`config.mk`:
```
export PLATFORM = sky130hd
export DESIGN_NAME = mem_access_unit
export DESIGN_NICKNAME = d
export VERILOG_FILES = /design/src/rtl/mem_access_unit.sv
export SDC_FILE = /design/constraint.sdc
export NUM_CORES = 1
export LEC_CHECK = 0
export ABC_AREA = 1
export CAP_MARGIN = 20
export CORE_ASPECT_RATIO = 0.7
export CORE_MARGIN = 1
export CORE_UTILIZATION = 33
export DETAILED_ROUTE_END_ITERATION = 10
export GPL_TIMING_DRIVEN = 1
export PLACE_DENSITY = 0.71
export SETUP_SLACK_MARGIN = 0.3
export SYNTH_ARGS = -nofsm -noshare
export SYNTH_HDL_FRONTEND = slang
export SYNTH_SLANG_ARGS = --single-unit
export TNS_END_PERCENT = 1
```
`constraint.sdc`:
```
create_clock -name clk_i -period 1.4 [get_ports clk_i]
set_clock_uncertainty 0.05 [all_clocks]
set_input_delay 0.14 -clock clk_i [delete_from_list [all_inputs] [get_ports clk_i]]
set_output_delay 0.14 -clock clk_i [all_outputs]
set_load 0.1 [all_outputs]
```
`src/rtl/mem_access_unit.sv`:
```
// rtl/mem_access_unit.sv - MEM-stage data-memory access engine with stall, error and timeout handling
module mem_access_unit #(
  parameter int DATA_W  = 32,
  parameter int ADDR_W  = 32,
  parameter int REG_W   = 5,
  parameter int WB_W    = 2,
  parameter int TIMEOUT = 16
) (
  input  logic              clk_i,
  input  logic              rst_ni,
  input  logic [1:0]        mem_ctrl_i,
  input  logic [WB_W-1:0]   wb_ctrl_i,
  input  logic [ADDR_W-1:0] addr_i,
  input  logic [DATA_W-1:0] wdata_i,
  input  logic [REG_W-1:0]  rd_i,
  output logic              stall_o,
  output logic              dmem_req_o,
  output logic              dmem_we_o,
  output logic [ADDR_W-1:0] dmem_addr_o,
  output logic [DATA_W-1:0] dmem_wdata_o,
  input  logic              dmem_gnt_i,
  input  logic              dmem_rvalid_i,
  input  logic [DATA_W-1:0] dmem_rdata_i,
  output logic [DATA_W-1:0] ld_data_o,
  output logic [ADDR_W-1:0] alu_result_o,
  output logic [REG_W-1:0]  rd_o,
  output logic [WB_W-1:0]   wb_ctrl_o,
  output logic              err_o
);

  // Counter only has to reach TIMEOUT-1; it is cleared on every entry to REQ.
  localparam int CNT_W = (TIMEOUT > 2) ? $clog2(TIMEOUT) : 1;

  typedef enum logic [1:0] {
    S_IDLE = 2'd0,
    S_REQ  = 2'd1,
    S_WAIT = 2'd2,
    S_DONE = 2'd3
  } state_e;

  state_e              state_q, state_d;
  logic [CNT_W-1:0]    cnt_q, cnt_d;
  logic [ADDR_W-3:0]   addr_q, addr_d;
  logic [DATA_W-1:0]   wdata_q, wdata_d;
  logic                we_q, we_d;
  logic [DATA_W-1:0]   ld_data_q, ld_data_d;
  logic                err_q, err_d;

  logic mem_rd, mem_wr, access, illegal, timeout_hit;

  assign mem_rd      = mem_ctrl_i[1];
  assign mem_wr      = mem_ctrl_i[0];
  assign access      = mem_rd | mem_wr;
  // Both bits set, or a non-word address, cannot be issued on the bus.
  assign illegal     = (mem_rd & mem_wr) | (addr_i[1:0] != 2'b00);
  assign timeout_hit = (cnt_q == CNT_W'(TIMEOUT - 1));

  // State and captured-request registers; reset drops any bus request at once.
  always_ff @(posedge clk_i or negedge rst_ni) begin
    if (!rst_ni) begin
      state_q   <= S_IDLE;
      cnt_q     <= '0;
      addr_q    <= '0;
      wdata_q   <= '0;
      we_q      <= 1'b0;
      ld_data_q <= '0;
      err_q     <= 1'b0;
    end else begin
      state_q   <= state_d;
      cnt_q     <= cnt_d;
      addr_q    <= addr_d;
      wdata_q   <= wdata_d;
      we_q      <= we_d;
      ld_data_q <= ld_data_d;
      err_q     <= err_d;
    end
  end

  // Next-state logic: issue, wait for grant/data, abort on timeout; completion beats timeout.
  always_comb begin
    state_d   = state_q;
    cnt_d     = cnt_q;
    addr_d    = addr_q;
    wdata_d   = wdata_q;
    we_d      = we_q;
    ld_data_d = ld_data_q;
    err_d     = err_q;
    unique case (state_q)
      S_IDLE: begin
        if (access) begin
          if (illegal) begin
            err_d   = 1'b1;
            state_d = S_DONE;
          end else begin
            addr_d  = addr_i[ADDR_W-1:2];
            wdata_d = wdata_i;
            we_d    = mem_wr;
            cnt_d   = '0;
            err_d   = 1'b0;
            state_d = S_REQ;
          end
        end
      end
      S_REQ: begin
        cnt_d = cnt_q + CNT_W'(1);
        if (dmem_gnt_i && we_q) begin
          state_d = S_DONE;
        end else if (dmem_gnt_i && dmem_rvalid_i) begin
          ld_data_d = dmem_rdata_i;
          state_d   = S_DONE;
        end else if (timeout_hit) begin
          err_d   = 1'b1;
          state_d = S_DONE;
          if (!we_q) ld_data_d = '0;
        end else if (dmem_gnt_i) begin
          state_d = S_WAIT;
        end
      end
      S_WAIT: begin
        cnt_d = cnt_q + CNT_W'(1);
        if (dmem_rvalid_i) begin
          ld_data_d = dmem_rdata_i;
          state_d   = S_DONE;
        end else if (timeout_hit) begin
          err_d     = 1'b1;
          ld_data_d = '0;
          state_d   = S_DONE;
        end
      end
      S_DONE: begin
        err_d   = 1'b0;
        state_d = S_IDLE;
      end
      default: state_d = S_IDLE;
    endcase
  end

  assign stall_o      = (state_q == S_REQ) || (state_q == S_WAIT) ||
                        ((state_q == S_IDLE) && access);
  assign dmem_req_o   = (state_q == S_REQ);
  assign dmem_we_o    = we_q;
  assign dmem_addr_o  = {addr_q, 2'b00};
  assign dmem_wdata_o = wdata_q;
  assign ld_data_o    = ld_data_q;
  assign err_o        = (state_q == S_DONE) && err_q;
  // Bubble while stalled, and kill the writeback of a faulted access.
  assign wb_ctrl_o    = (stall_o || err_o) ? '0 : wb_ctrl_i;
  assign alu_result_o = addr_i;
  assign rd_o         = rd_i;

endmodule

```
Word level (Yosys, flattened, before mapping) --
Index checks and enable logic that the tools add are counted.
Word-level totals: register bits after elaboration 102, input bits 109, output and inout port bits 139, logic and storage cells 69
Operators by class: add/sub/neg operators 1, eq/ne operators 13, mux-type cells 27, bitwise operators 4, reduce and logical (&&, ||, !) cells 17
Operators with widths (number):
- two-way mux 32 bit | 6
- case mux 32 bit (2 select lines) | 1
- two-way mux 2 bit | 9
- inequality test 2 bit (second input constant) | 5
- AND reduction 3 bit | 3
- two-way mux 4 bit | 2
- case mux 2 bit (4 select lines) | 1
- case mux 4 bit (2 select lines) | 1
- two-way mux 1 bit | 6
- nonzero test 2 bit | 3
- inequality test 5 x 1 -> 1 bit (second input constant) | 1
- AND reduction 5 bit | 1
- adder 4 x 1 -> 4 bit (second input constant) | 1
- == test 2 bit (second input constant) | 2
- == test 4 bit (second input constant) | 1
- logical AND 1 bit | 4
- case mux 1 bit (4 select lines) | 1
- AND reduction 4 bit | 1
- logical OR 1 bit | 3
- inequality test 3 x 1 -> 1 bit (second input constant) | 1
- inequality test 3 x 2 -> 1 bit (second input constant) | 1
- inequality test 3 bit (second input constant) | 1
- == test 2 x 1 -> 1 bit (second input constant) | 1
- zero test 2 bit | 1
- 4 further kinds | 5

Longest topological paths before layout --
depth in word-level cells 5, gate-level depth with buffers 9, depth with buffers taken out 8

Worst setup path before layout --
Ideal clock, no wire load.
kind reg2out, from reg state_q[0], to out wb_ctrl_o[0], arrival 2274 ps, required time 1210 ps, path slack -1064 ps, cell stages (with the launch flop) 6, path buffers 0, path through dfrtp_1 inv_1 ha_1 inv_1 nand3_1 nor2_1
Between the ends: longest elaborated chain between the ends 5, elaborated cells on any way between the ends 10, those cells by class eq/ne: 3; mux: 1; reduce/logical: 6
RTL lines:
- start, declared | line 41 | state_e state_q, state_d;
- start signal, assigned | line 69 | state_q <= state_d;
- == test 2 x 1 -> 1 bit (tied with other cells) | line 138 | assign stall_o = (state_q == S_REQ) || (state_q == S_WAIT) ||
- logical OR 1 bit or logical AND 1 bit (tied branches) | line 138, 139
- logical OR 1 bit | line 138
- logical OR 1 bit (*) | line 147 | assign wb_ctrl_o = (stall_o || err_o) ? '0 : wb_ctrl_i;
- two-way mux 2 bit (*) | line 147
- end, declared | line 27 | output logic [WB_W-1:0] wb_ctrl_o,
Mark *: on every way between the ends. The rest lies on a longest branch, timed or not.

Worst setup path in the final report --
from reg state_q[0], to out wb_ctrl_o[1]
The elaborated chain is that of the path after synthesis.

==> results by group <==
Critical path
  – CP required: between 1 and 1.5 ns
  – Critical path's slowest cell: dfrtp_2
  – CP startpoint kind: register
  – Critical path depth: 7
  – CP dominant cell by count: buf_12
  – Worst-path maximum fanout: 3
  – CP Capture Type: primary output
  – WP buf/inv: 4
  – Crit-path cells: inv_2, ha_4, buf_12, clkinv_8, nand3_4, nor2_4, buf_12
  – WP data arrival: 1.59 ns
  – Worst reg-to-reg path cell count: 9
  – Crit-path max cell delay: between 0.4 and 0.5 ns
  – Delay-heaviest family, CP: buffers and inverters
  – Critical path class: register to primary output

STA
  – Fin. Hold Viols: 0
  – Setup violators final: 99
  – Max-slew violation count: 0
  – Fin crit share: 127.2%
  – Final min period: about 1.8 ns
  – Final setup TNS: -14.41 ns
  – Final WS setup: -0.3808 ns
  – RSZ-0062 raised after global routing: yes
  – Fmax: approximately 0.56 GHz

Drt
  – Via density: about 4.5
  – DRT Wirelength: 13,910 um
  – Drt initial violations: about 210
  – DRC: 0
  – Post-route ant nets: 0
  – Detailed Routing Iterations Pass 1: 4
  – Via count: about 4,500
  – Avg WL per Cell: 13.83 um

Flow run
  – MaxCap Viol Count: 0

Synthesis
  – Fraction of the yosys area taken by sequential cells: 51.48%
  – Ys async rst share: 100.0%
  – Syn. warnings: 0
  – Post-Synthesis Cells: slightly below 600
  – Post-synth top area share: 51.48%
  – Mapped Area: 4959 um2
  – Top cells by area, synth: dfrtp_1, nand2_1, buf_4
  – Synth cell count leaders: nand2_1, dfrtp_1, inv_1, o21ai_1, buf_4
  – Yosys reg bits: 102
  – Most frequent cell after synthesis: nand2_1
  – Synthesized area per cell: 8.534 um2
  – Main synth FF type: dfrtp_1
  – EDFF count, synth: 0
  – Leading area contributor after synthesis: dfrtp_1
  – Post-synth cell types: 22

Clock network
  – CTS buffer count: 9
  – Clk pin slew, worst setup/hold paths: ~0.07 ns
  – Clock Sinks: around 100
  – CTS tree: built
  – Max Root-Sink Buffers: 2
  – Root buffer cell: clkbuf_16
  – Clock H-tree levels: 3
  – Clk_lat worst skew: between 0.3 and 0.4 ns

Die
  – Core ar.: approximately 15,000 um2
  – # IOs: around 250
  – DIE WIDTH: between 100 and 150 um
  – Initial cell density of the core: 33.79%
  – Rows: 37
  – Die Area: approximately 16,000 um2
  – Die Y: approximately 100 um

Global routing
  – Pin count of the biggest net entering global routing: 39
  – Number of global-route vias before repair: 4,421
  – First-pass GRT wire length: 22,630 um
  – Initial antenna violation count: 0
  – Total global routing track utilization: between 10% and 20%
  – Gr ovfl total: 0

Finish
  – Fin util: between 60% and 70%
  – # diodes: 0
  – Area grow syn2layout: 92.18%
  – Layout cell share with drive strength beyond 1: about a third
  – Nets: slightly above 900

Outcome
  – Failing checks: setup timing
  – Status: finished with violations

Worst hold path
  – Hold depth: 3
  – HP Class: primary input to register

Placed design
  – Buffers on Ports: about 240
  – DP HPWL: between 10,000 and 15,000 um
  – GPL Wtd Cong: 0.8229
==> state kept, by name (all words and copies together) (netlist names) <==
signal and count:
dmem_wdata_o 32, ld_data_o 32, addr_q 30, cnt_q 4, state_q 2, dmem_we_o 1
err_q 1
==> metrics by stage <==
step	setup WS (ns)	cells	hold slack, ns	cell area, um2
after CTS	-0.4235	1005	0.2020	9415
after floorplan	-0.2128	582	-0.2056	5037
after global placement	-0.2211	985	0.02111	8987
after detailed placement	-0.2372	985	0.01655	8987
final	-0.3808	1006	0.09531	9529
after global routing	-0.4608	1006	0.09462	9529
==> cell usage in the layout (no fill, tap or decap), types with 2 or more instances in the layout <==
cell type | Yosys | layout
inv_2 | 2 | 4
a21boi_1 | 0 | 2
nor2_1 | 7 | 5
nand3_4 | 1 | 2
o21ai_2 | 0 | 9
o21ai_1 | 55 | 49
conb_1 | 1 | 2
nand4_1 | 34 | 34
nand3_2 | 3 | 3
clkbuf_16 | 0 | 9
dfrtp_1 | 102 | 99
inv_1 | 76 | 73
o21ai_0 | 13 | 10
ha_4 | 0 | 3
buf_6 | 3 | 6
buf_4 | 39 | 31
nand2_1 | 163 | 133
bufinv_16 | 0 | 2
a21boi_0 | 32 | 30
buf_12 | 0 | 146
clkdlybuf4s50_1 | 0 | 100
nand2_2 | 1 | 28
nand2_4 | 0 | 3
clkinvlp_4 | 0 | 2
dfrtp_2 | 0 | 3
nand3_1 | 10 | 9
nor2_4 | 0 | 3
ha_1 | 6 | 3
==> worst min-delay path: stages <==
cell and delay [ns]:
dlymetal6s2s_1 0.17, inv_1 0.07, o21ai_1 0.06
==> metal layers <==
metal / track usage (%) / routed length [um]
met5: 0 / 0
met4: 2.946 / 94
met3: 7.336 / 1241
met2: 29.34 / 6541
met1: 23.82 / 6034
==> area by class of cell <==
type                       instances  area [um2]
clock inverter                     5       83.83
multi-input combinational        331        1859
timing repair buffer             286        4255
clock buffer                       9       225.2
tap                              195       244.0
sequential                       102        2556
inverter                          78       305.3
fill                            1086        5146
==> final timing paths <==
check / slack [ns] / to / from
worst max register to register: -0.34 / ld_data_o[6]$_DFFE_PN0P_ / state_q[0]$_DFFE_PN0P_
worst max-delay path: -0.38 / wb_ctrl_o[1] / state_q[0]$_DFFE_PN0P_
worst min register to register: 0.49 / ld_data_o[12]$_DFFE_PN0P_ / ld_data_o[12]$_DFFE_PN0P_
min in group asynchronous: 0.20 / ld_data_o[0]$_DFFE_PN0P_ / rst_ni
worst min-delay path: 0.1 / addr_q[29]$_DFFE_PN0P_ / addr_i[31]
max in group asynchronous: 0.57 / dmem_wdata_o[21]$_DFFE_PN0P_ / rst_ni
==> cells by family after synthesis <==
family / synth area share (%)
AND/OR/NAND/NOR: 19.78
AO/OA/AOI/OAI: 11.91
buffers and inverters: 15.24
adder cells (fa/ha/maj): 1.514
other: 0.07563
flip-flops: 51.48
==> what timing repair did <==
action	in CTS	in global routing
hold buffers	1	0
resized for setup	25	36
buffers inserted	5	1
gates cloned	0	0
endpoints found under the hold margin	102	0
pin swaps	5	5
setup endpoints to repair	205	205
Power is not shown: default switching activity piles up to over one toggle a cycle in this logic, so the estimate is an artifact.
